`src/rtl/mram_serial_host.sv`:
```
// Host-side initiator for the MRAM serial link: accepts parallel read/write commands,
// shifts address/write data out LSB first and reassembles the returned read word.
module mram_serial_host #(
  parameter int ADDR_W     = 20,
  parameter int DATA_W     = 16,
  parameter int RD_LATENCY = 2,
  parameter int GAP_CYCLES = 2
) (
  input  logic              clk,
  input  logic              rst,
  input  logic              cmd_valid,
  output logic              cmd_ready,
  input  logic              cmd_write,
  input  logic [ADDR_W-1:0] cmd_addr,
  input  logic [DATA_W-1:0] cmd_wdata,
  output logic              done,
  output logic              done_write,
  output logic [DATA_W-1:0] rd_data,
  output logic              addr_in,
  output logic              data_in,
  output logic              read_write_sel,
  output logic              frame_active,
  input  logic              ser_data_out,
  output logic              busy
);

  localparam int CW = $clog2(ADDR_W + 1);
  localparam logic [CW-1:0] SHIFT_LD = CW'(ADDR_W - 1);
  localparam logic [CW-1:0] WAIT_LD  = CW'((RD_LATENCY > 0) ? RD_LATENCY - 1 : 0);
  localparam logic [CW-1:0] CAP_LD   = CW'(DATA_W - 1);
  localparam logic [CW-1:0] GAP_LD   = CW'((GAP_CYCLES > 0) ? GAP_CYCLES - 1 : 0);

  typedef enum logic [2:0] {
    S_IDLE, S_SETUP, S_SHIFT, S_WAIT, S_CAPTURE, S_DONE, S_GAP
  } state_t;

  state_t              state, state_n;
  logic [CW-1:0]       cnt, cnt_n;
  logic                wr_q, wr_n;
  logic [ADDR_W-1:0]   addr_sh, addr_sh_n;
  logic [DATA_W-1:0]   wdata_sh, wdata_sh_n;
  logic [DATA_W-2:0]   rd_shift, rd_shift_n;
  logic [DATA_W-1:0]   rd_data_n;
  logic                addr_in_n, data_in_n, rws_n, frame_active_n;
  logic                done_n, done_write_n, busy_n, cmd_ready_n;

  always_ff @(posedge clk or negedge rst) begin
    if (!rst) begin
      state          <= S_IDLE;
      cnt            <= '0;
      wr_q           <= 1'b0;
      addr_sh        <= '0;
      wdata_sh       <= '0;
      rd_shift       <= '0;
      rd_data        <= '0;
      addr_in        <= 1'b0;
      data_in        <= 1'b0;
      read_write_sel <= 1'b0;
      frame_active   <= 1'b0;
      done           <= 1'b0;
      done_write     <= 1'b0;
      busy           <= 1'b0;
      cmd_ready      <= 1'b1;
    end else begin
      state          <= state_n;
      cnt            <= cnt_n;
      wr_q           <= wr_n;
      addr_sh        <= addr_sh_n;
      wdata_sh       <= wdata_sh_n;
      rd_shift       <= rd_shift_n;
      rd_data        <= rd_data_n;
      addr_in        <= addr_in_n;
      data_in        <= data_in_n;
      read_write_sel <= rws_n;
      frame_active   <= frame_active_n;
      done           <= done_n;
      done_write     <= done_write_n;
      busy           <= busy_n;
      cmd_ready      <= cmd_ready_n;
    end
  end

  // Next state plus next value of every output, so the ports are pure flops.
  always_comb begin
    state_n    = state;
    cnt_n      = (cnt != '0) ? cnt - CW'(1) : cnt;
    wr_n       = wr_q;
    addr_sh_n  = addr_sh;
    wdata_sh_n = wdata_sh;
    rd_shift_n = rd_shift;
    rd_data_n  = rd_data;
    addr_in_n  = 1'b0;
    data_in_n  = 1'b0;

    case (state)
      S_IDLE: begin
        if (cmd_valid) begin
          state_n    = S_SETUP;
          wr_n       = cmd_write;
          addr_sh_n  = cmd_addr;
          wdata_sh_n = cmd_wdata;
        end
      end
      S_SETUP: begin
        state_n = S_SHIFT;
        cnt_n   = SHIFT_LD;
      end
      S_SHIFT: begin
        if (cnt == '0) begin
          if (wr_q) begin
            state_n = S_DONE;
          end else if (RD_LATENCY == 0) begin
            state_n = S_CAPTURE;
            cnt_n   = CAP_LD;
          end else begin
            state_n = S_WAIT;
            cnt_n   = WAIT_LD;
          end
        end
      end
      S_WAIT: begin
        if (cnt == '0) begin
          state_n = S_CAPTURE;
          cnt_n   = CAP_LD;
        end
      end
      S_CAPTURE: begin
        // Bits enter at the top and walk down, so the first one ends at bit 0.
        rd_shift_n = {ser_data_out, rd_shift[DATA_W-2:1]};
        if (cnt == '0) begin
          rd_data_n = {ser_data_out, rd_shift};
          state_n   = S_DONE;
        end
      end
      S_DONE: begin
        if (GAP_CYCLES == 0) begin
          state_n = S_IDLE;
        end else begin
          state_n = S_GAP;
          cnt_n   = GAP_LD;
        end
      end
      S_GAP: begin
        if (cnt == '0) state_n = S_IDLE;
      end
      default: state_n = S_IDLE;
    endcase

    if (state_n == S_SHIFT) begin
      addr_in_n  = addr_sh[0];
      data_in_n  = wr_q & wdata_sh[0];
      addr_sh_n  = {1'b0, addr_sh[ADDR_W-1:1]};
      wdata_sh_n = {1'b0, wdata_sh[DATA_W-1:1]};
    end

    rws_n          = (state_n != S_IDLE) && wr_n;
    frame_active_n = (state_n == S_SETUP) || (state_n == S_SHIFT);
    done_n         = (state_n == S_DONE);
    done_write_n   = (state_n == S_DONE) && wr_q;
    busy_n         = (state_n != S_IDLE);
    cmd_ready_n    = (state_n == S_IDLE);
  end

endmodule
```
`config.mk`:
```
export PLATFORM = sky130hd
export DESIGN_NAME = mram_serial_host
export DESIGN_NICKNAME = d
export VERILOG_FILES = /design/src/rtl/mram_serial_host.sv
export SDC_FILE = /design/constraint.sdc
export NUM_CORES = 1
export LEC_CHECK = 0
export ABC_AREA = 1
export BUFFER_PORTS_ARGS = -buffer_cell sky130_fd_sc_hd__buf_4
export CORE_ASPECT_RATIO = 1.1
export CORE_MARGIN = 1.5
export CORE_UTILIZATION = 51
export CTS_CLUSTER_SIZE = 14
export DETAILED_ROUTE_END_ITERATION = 8
export HOLD_SLACK_MARGIN = 0.08
export PLACE_DENSITY = 0.77
export SYNTH_ARGS = -nofsm -noshare
export SYNTH_HDL_FRONTEND = slang
export SYNTH_SLANG_ARGS = --single-unit
```
`constraint.sdc`:
```
create_clock -name clk -period 1.86 [get_ports clk]
set_clock_uncertainty 0.15 [all_clocks]
set_input_delay 0.372 -clock clk [delete_from_list [all_inputs] [get_ports clk]]
set_output_delay 0.372 -clock clk [all_outputs]
set_load 0.02 [all_outputs]
```
* After elaboration in Yosys (flattened, before gate mapping)
Index checks and enable logic that the tools add are counted.
** Word-level totals
- Flip-flop bits (word level) :: 84
- Input bits :: 41
- Output and inout bits :: 24
- Logic and storage cells :: 60
** Cells by class
- Add/sub/neg operators :: 1
- Equal/unequal tests :: 9
- Mux-type cells :: 22
- Bitwise gates (word level) :: 1
- Reductions and logical operators :: 12
** Operators with widths (count)
- two-way mux 20 bit :: 3
- two-way mux 16 bit :: 3
- one-hot mux 3 bit (7 select lines) :: 1
- two-way mux 5 bit :: 4
- one-hot mux 5 bit (4 select lines) :: 1
- two-way mux 3 bit :: 6
- == test 3 bit, second input constant :: 4
- == test 3 x 2 -> 1 bit, second input constant :: 3
- == test 3 x 1 -> 1 bit, second input constant :: 2
- logical NOT 3 bit :: 2
- logical NOT 5 bit :: 1
- nonzero test 5 bit :: 1
- subtractor 5 x 1 -> 5 bit, second input constant :: 1
- two-way mux 1 bit :: 4
- AND reduction 2 bit :: 2
- nonzero test 2 bit :: 2
- nonzero test 3 bit :: 1
- logical AND 1 bit :: 2
- bitwise AND 1 bit :: 1
- logical OR 1 bit :: 1

* Depth between registers and ports, before layout
Gate-level depths: netlist (run 1).
- Word-level depth :: 6
- Gate-level depth with buffers :: 10
- Mapped depth without buffers :: 9

* Least setup slack after synthesis (run 1)
OpenSTA, ideal clock, no wires.
- Path type :: register -> register
- From :: register cnt[0]
- To :: register addr_sh[0]
- Setup time :: 0.117 ns
- Arrival :: 1.574 ns
- Required time :: 1.593 ns
- Path slack :: 0.020 ns
- Cell stages (with the launch flop) :: 11
- Clock period less this slack :: 1.840 ns
- Cells stage by stage :: dfrtp_1 inv_1 ha_1 nand3_2 clkbuf_8 o21ai_2 nor2_2 buf_6 nand4_1 nand2_1 nand2_1
** On the way
- Word-level cells in the longest chain between the ends :: 6
- Elaborated cells between the ends (all ways) :: 11
- Classes of those cells :: eq/ne: 1; mux: 6; reduce/logical: 4
** Ends and longest elaborated chain
- from (decl) :: line 38 : logic [CW-1:0] cnt, cnt_n;
- from (signal assigned) :: line 66 : cnt <= cnt_n;
- logical NOT 5 bit *
- two-way mux 3 bit, on equally long branches
- one-hot mux 3 bit (7 select lines) * :: line 95 : case (state)
- == test 3 x 2 -> 1 bit * :: line 149 : if (state_n == S_SHIFT) begin
- nonzero test 2 bit (no line)
- AND reduction 2 bit (no line)
- to (signal assigned) :: line 68 : addr_sh <= addr_sh_n;
- to (decl) :: line 40 : logic [ADDR_W-1:0] addr_sh, addr_sh_n;
Mark *: on every way between the ends. The rest lies on a longest branch, timed or not.
A chain may end at the register's enable or synchronous reset.

* Worst setup path in the final report (run 1)
- From :: register cnt[0]
- To :: register done_write
** On the way
- Word-level cells in the longest chain between the ends :: 5
- Elaborated cells between the ends (all ways) :: 8
- Classes of those cells :: eq/ne: 1; mux: 5; reduce/logical: 2
** Ends and longest elaborated chain
- logical NOT 5 bit *
- two-way mux 3 bit, on equally long branches
- one-hot mux 3 bit (7 select lines) * :: line 95
- named net state_n[2] :: line 37 : state_t state, state_n;
- == test 3 bit * :: line 159 : done_write_n = (state_n == S_DONE) && wr_q;
- logical AND 1 bit * :: line 159
- named net done_write_n :: line 45 : logic done_n, done_write_n, busy_n, cmd_ready_n;
- to (signal assigned) :: line 77 : done_write <= done_write_n;
- to (decl) :: line 17 : output logic done_write,
The timed path passes the listed nets; every way through them passes the cells marked *.

==> results_dict.tcl, run 1 <==
set metrics [dict create \
    cts.sinks 84 \
    yosys.area.top_type "dfrtp_1" \
    track_usage 0.220 \
    cts_buffers 9 \
    fin_crit_sh 0.995 \
    grt_start_max_net_pins 37 \
    yosys_most_used_dff "dfrtp_1" \
    cts_tree "built" \
    worstReg2RegEnd "done_write" \
    nFillCells 652 \
    irDropWorstVdd_v 0.000855 \
    cp_cell_sequence "inv_2 -> ha_4 -> buf_4 -> nand4_1 -> nor2_2 -> nor2_4 -> buf_12 -> buf_6 -> nand2_4 -> nand3_2 -> nor2_1" \
    combPwrFrac 0.524 \
    tightestPinTransition_ns 0.344 \
    fmax_ghz 0.540 \
    dieWidth_um 88.7 \
    final_util 0.666 \
    route.detailed.drc 0 \
    die_h_um 97.2 \
    reg2reg_depth 11 \
    cts-root-buf "clkbuf_8" \
    r2r_setup_slack_ns 0.009 \
    dp_hpwl_um 5980 \
    clkTransAtPathRegs_ns 0.10 \
    layout.nets 648 \
    start_kind "register" \
    die-area_um2 8620 \
    synth_area_um2 4120 \
    vias 3651 \
    drive_above_1_share 0.234 \
    worst-path-max-fanout 6 \
    drtAntennaViolNets 0 \
    rows 34 \
    core_area_um2 7870 \
    syn_nets 565 \
    synth_cell_types 27 \
    relSlewSlack 0.770 \
    hold_ws_ns 0.127 \
    hold_class "input pin to register" \
    place_congestion 0.838 \
    timing.final.crit_period_ns 1.85 \
    power_mw 8.77 \
    grt_overflow 0 \
    diodes 0 \
    cts_max_path_buffers 2 \
    cp.arrival_ns 2.01 \
    finalHoldViolCount 0 \
    drt_first_pass_iters 4 \
    criticalPathCategory "register to register" \
    p_seq_frac 0.327 \
    cp-endpoint "done_write" \
    initial_utilization 0.523 \
    rsz0062_at_grt "yes" \
    p_switching_mw 3.86 \
    synth-seq-cells 84 \
    port-buffer-count 64 \
    clockPowerShare 0.149 \
    wirelength_um 9460 \
    place_ws_ns -0.00944 \
    synth_seq_area_share 0.511 \
    wl_per_cell_um 13.2 \
    slowest_stage "dfrtp_1" \
    cp-end-kind "register" \
    intPower_mw 4.92 \
    cp.required_ns 2.02 \
    power_density_nw_per_um2 1680 \
    avgViaCountPerCell 5.08 \
    slew_violations 0 \
    synth_top_area_frac 0.504 \
    synthArstFlopShare 1.00 \
    ys_top_cells_by_area "dfrtp_1 (50%), nand2_1 (19%), inv_1 (5.7%)" \
    grt_antenna_before_repair 0 \
    fin_ws_ns 0.00905 \
    startpoint "cnt[0]" \
    postLayoutCellArea_um2 5240 \
    synthCells 522 \
    cap_violations 0 \
    ctsHtreeMaxLevel 3 \
    status "finished clean" \
    syn_area_per_cell_um2 7.89 \
    synth_edf_count 0 \
    max_stage_delay_ns 0.41 \
    netSwitchingFraction 0.439 \
    grt_pass1_wl_um 15100 \
    num_io_pins 65 \
    p_leak_nw 2.88 \
    yosysWarnings 0 \
    insertion_delay_ns 0.37 \
    finalSetupViolations 0 \
    grt_pass1_vias 3445 \
    reg2reg_from "cnt[0]" \
    syn_to_final_growth_pct 27.2 \
    drtIter0Drc 248 \
    placed_area_um2 4810 \
]
==> worst max-delay path, delay by kind of cell (launching register included) <==
family / cells / cell delay [ns]
simple gates: 6 / 0.61
buf+inv: 4 / 0.47
flops: 1 / 0.41
fa+ha+maj: 1 / 0.15
==> cells in the mapped netlist (4+ instances only) <==
cell type  count
nor2_1        10
buf_4          4
buf_6          7
nand3_1       42
dfrtp_1       83
o21ai_0       26
nand2_1      207
clkbuf_1       7
inv_1         62
a21oi_1        5
buf_2         10
nor2_2         6
nand4_1       35
==> metrics by stage <==
step                      cells  setup TNS, ns
after floorplan             522              0
after global placement      692              0
after detailed placement    692        -0.0202
after CTS                   711              0
after global routing        718          -1.17
final                       718              0
==> worst min-delay path by stage <==
| stage | from | endpoint | slack, ns | cells after the start |
|---|---|---|---|---|
| after floorplan | rst | addr_in | -0.07 | 0 |
| after global placement | rst | rd_data[13] | 0.15 | 1 |
| after detailed placement | rst | rd_data[10] | 0.16 | 1 |
| after CTS | cmd_write | wr_q | 0.12 | 3 |
| after global routing | cmd_wdata[4] | wdata_sh[4] | 0.14 | 5 |
| final | ser_data_out | rd_data[15] | 0.13 | 3 |
==> flip-flops by register name, indices dropped and copies added, names as in the netlist, 3 cells and up <==
name      cells
addr_sh      20
cnt           5
rd_data      16
wdata_sh     16
rd_shift     15
state         3
==> logic make-up (layout without fill, tap and decap cells) <==
kind of cell,count (synthesis),in the layout,share of synthesized area
AND/OR/NAND/NOR,304,304,0.323
buffers and inverters,93,181,0.107
flip-flops,84,84,0.511
AO/OA/AOI/OAI,37,37,0.0495
adder cells (fa/ha/maj),2,2,0.00608
XOR/XNOR,2,2,0.00425
==> layout make-up <==
cell class | count | area, um^2 | area share
flip-flops and latches | 84 | 2100 | 0.402
multi-input cells | 345 | 1650 | 0.315
repair buffers | 101 | 907 | 0.173
inverters | 64 | 243 | 0.0463
well taps | 108 | 135 | 0.0258
clock buffers | 9 | 124 | 0.0237
clock inverters | 7 | 73.8 | 0.0141
==> cells in the final DEF, fill, tap and decap left out, types with 5 or more instances in the layout <==
cell type and n:
a21oi_1 5, buf_4 84, nor2_2 6, dfrtp_1 82
inv_2 6, nor2_1 7, clkbuf_8 9, inv_1 57
buf_12 7, nand4_1 35, nand2_1 205, nand3_1 39
o21ai_0 23, buf_6 5
==> power groups by stage <==
stage	sequential [mW]	clock (mW)	combinational [mW]
2_1_floorplan	2.90	0	3.09
3_3_place_gp	2.86	0	4.10
3_5_place_dp	2.88	0	4.19
4_1_cts	2.84	1.33	4.25
5_1_grt	2.94	1.39	5.19
6_report	2.87	1.31	4.60
==> timing repair <==
item / 4_1_cts / 5_1_grt
pin swaps: 0 / 6
hold endpoints to repair: 27 / 0
setup endpoints to repair: 25 / 56
hold buffers: 3 / 0
gates cloned: 0 / 4
setup buffers: 0 / 3
gates resized for setup: 3 / 26
==> per-layer routing <==
metal	vias to the layer above	track usage	routed length, um
met5	-	0	0
met3	14	0.0391	377
met1	1721	0.292	4240
li1	1817	-	-
met2	99	0.353	4660
met4	0	0.0877	191
Note: power is estimated with default switching activity, not from simulation.
==> inputs of run 2 (changes only) <==
clock period = 1.5 ns   (was 1.86 ns; I/O delays follow)
==> run 2 against run 1 <==
The flow now finishes with violations (setup timing). Clock-buffer cell count unchanged. Final area up 8.1%. Total power increased by 42%. Final cell count grew 4.6%. Worst setup slack got worse by 0.36 ns. Wire length up 19%.
==> results_dict.tcl, run 2 (same netlist as run 1, synthesis figures left out) <==
set metrics [dict create \
    insertion_delay_ns 0.35 \
    critPathTopFamily "simple AND/OR/NAND/NOR gates" \
    largest_reg_flops 20 \
    vias 3939 \
    dieWidth_um 88.7 \
    wirelength_um 11200 \
    final_util 0.720 \
    grt_start_max_net_pins 38 \
    reg2reg_depth 11 \
    start_kind "register" \
    final_common_cell "nand2_1" \
    grt_antenna_before_repair 0 \
    syn_to_final_growth_pct 37.6 \
    initial_utilization 0.523 \
    grt_pass1_wl_um 16800 \
    die-area_um2 8620 \
    reg2reg_from "cnt[1]" \
    power_density_nw_per_um2 2200 \
    hold-path-endpoint "addr_sh[16]" \
    ctsHtreeMaxLevel 3 \
    whs_path_depth 5 \
    cp.required_ns 1.60 \
    cts.sinks 84 \
    final_cell_mix "nand2_1 (203), buf_4 (100), dfrtp_1 (81)" \
    avgViaCountPerCell 5.25 \
    drt_first_pass_iters 5 \
    dp_hpwl_um 6650 \
    core_area_um2 7870 \
    finalSetupViolations 66 \
    fin_ws_ns -0.352 \
    clkTransAtPathRegs_ns 0.09 \
    reg.largest.list "addr_sh: 20 flops, rd_data: 16 flops, wdata_sh: 16 flops" \
    power_mw 12.4 \
    drive_above_1_share 0.275 \
    cts_buffers 9 \
    drtIter0Drc 332 \
    path_buf_inv 4 \
    finalHoldViolCount 0 \
    cp-end-kind "register" \
    fmax_ghz 0.540 \
    hold_class "input pin to register" \
    track_usage 0.247 \
    tightestPinTransition_ns 0.381 \
    cp.arrival_ns 1.95 \
    port-buffer-count 64 \
    criticalPathCategory "register to register" \
    p_leak_nw 3.10 \
    fin_crit_sh 1.23 \
    cts_tree "built" \
    timing.final.crit_period_ns 1.85 \
    failed_checks "setup timing" \
    cp_cell_sequence "inv_2 -> ha_4 -> nand3_4 -> buf_6 -> o21ai_4 -> nor2_4 -> buf_12 -> buf_12 -> nand4_1 -> nand2_1 -> nand2_1" \
    relSlewSlack 0.746 \
    slew_violations 0 \
    place_congestion 0.862 \
    postLayoutCellArea_um2 5660 \
    drtAntennaViolNets 0 \
    num_io_pins 65 \
    worst-path-max-fanout 7 \
    slowest_stage "dfrtp_1" \
    r2r_setup_slack_ns -0.35 \
    cts-root-buf "clkbuf_8" \
    placed_area_um2 5040 \
    top_register "addr_sh" \
    rsz0062_at_grt "yes" \
    grt_pass1_vias 3829 \
    cts_max_path_buffers 2 \
    status "complete, but fails checks" \
    min_from "cmd_addr[16]" \
    diodes 0 \
    layout.nets 682 \
    cap_violations 0 \
    irDropWorstVdd_v 0.00123 \
    wl_per_cell_um 14.9 \
    grt_overflow 0 \
    die_h_um 97.2 \
    worstReg2RegEnd "wdata_sh[8]" \
    rows 34 \
    route.detailed.drc 0 \
    max_stage_delay_ns 0.37 \
]
[run 2: changes by cell type in the layout (fill, tap and decap cells not counted), moves of 2 or more]
cell,change
buf_4,+16
buf_6,+6
buf_12,+4
dlygate4sd3_1,+4
clkbuf_16,+3
inv_6,-3
nand2_2,+3
a21oi_1,-2
a21oi_2,+2
bufinv_16,+2
clkinv_2,+2
nand2_1,-2
[run 2: timing repair]
| action | in CTS | in global routing |
|---|---|---|
| resized for setup | 13 | 17 |
| endpoints found under the setup margin | 68 | 76 |
| pin swaps | 2 | 13 |
| hold buffers | 7 | 0 |
| cloned | 0 | 8 |
| hold endpoints to repair | 91 | 0 |
| buffers inserted | 3 | 6 |
[run 2: report_power, final]
part / internal (mW) / switching (mW) / total (mW)
logic: 3.24 / 3.85 / 7.09
registers: 3.11 / 0.486 / 3.60
clock network: 0.934 / 0.821 / 1.76
total: 7.28 / 5.16 / 12.4
[run 2: metal layers]
layer  vias up  share of wire  routed length [um]  GRT usage
li1       1882              -                   -          -
met1      1845           0.40                4450      0.308
met5         -              0                   0          0
met2       174           0.51                5670      0.417
met3        38          0.068                 758     0.0544
met4         0          0.031                 343     0.0853
[run 2: stage by stage]
step	setup TNS, ns	cells	worst slack [ns]	hold WS [ns]
2_1_floorplan	-6.94	522	-0.158	-0.146
3_3_place_gp	-9.24	713	-0.183	0.0912
3_5_place_dp	-12.43	713	-0.254	0.0915
4_1_cts	-11.57	738	-0.268	0.0803
5_1_grt	-21.00	751	-0.455	0.0907
6_report	-14.99	751	-0.352	0.0863
[run 2: area by class of cell]
class	instances	area, um^2
clock buffers	9	124
clock inverters	6	88.8
fillers	596	2210
inverters	64	240
multi-input cells	345	1670
flip-flops and latches	84	2110
well taps	108	135
repair buffers	135	1310
[run 2: worst max-delay path by stage]
stage / startpoint / to / slack (ns) / cells after the start
floorplan: cnt[0] / addr_sh[0] / -0.16 / 10
global placement: cnt[1] / wdata_sh[12] / -0.18 / 10
detailed placement: cnt[1] / wdata_sh[5] / -0.25 / 10
CTS: cnt[1] / wdata_sh[8] / -0.27 / 10
global route: cnt[0] / wdata_sh[7] / -0.46 / 11
finish: cnt[1] / wdata_sh[8] / -0.35 / 11
[run 2: worst register-to-register path, delay by kind of cell, from the launching register on]
family / cells / cell delay, ns
AND/OR/NAND/NOR: 5 / 0.54
buffers and inverters: 4 / 0.47
flip-flops: 1 / 0.37
adder cells (fa/ha/maj): 1 / 0.17
AO/OA/AOI/OAI: 1 / 0.06
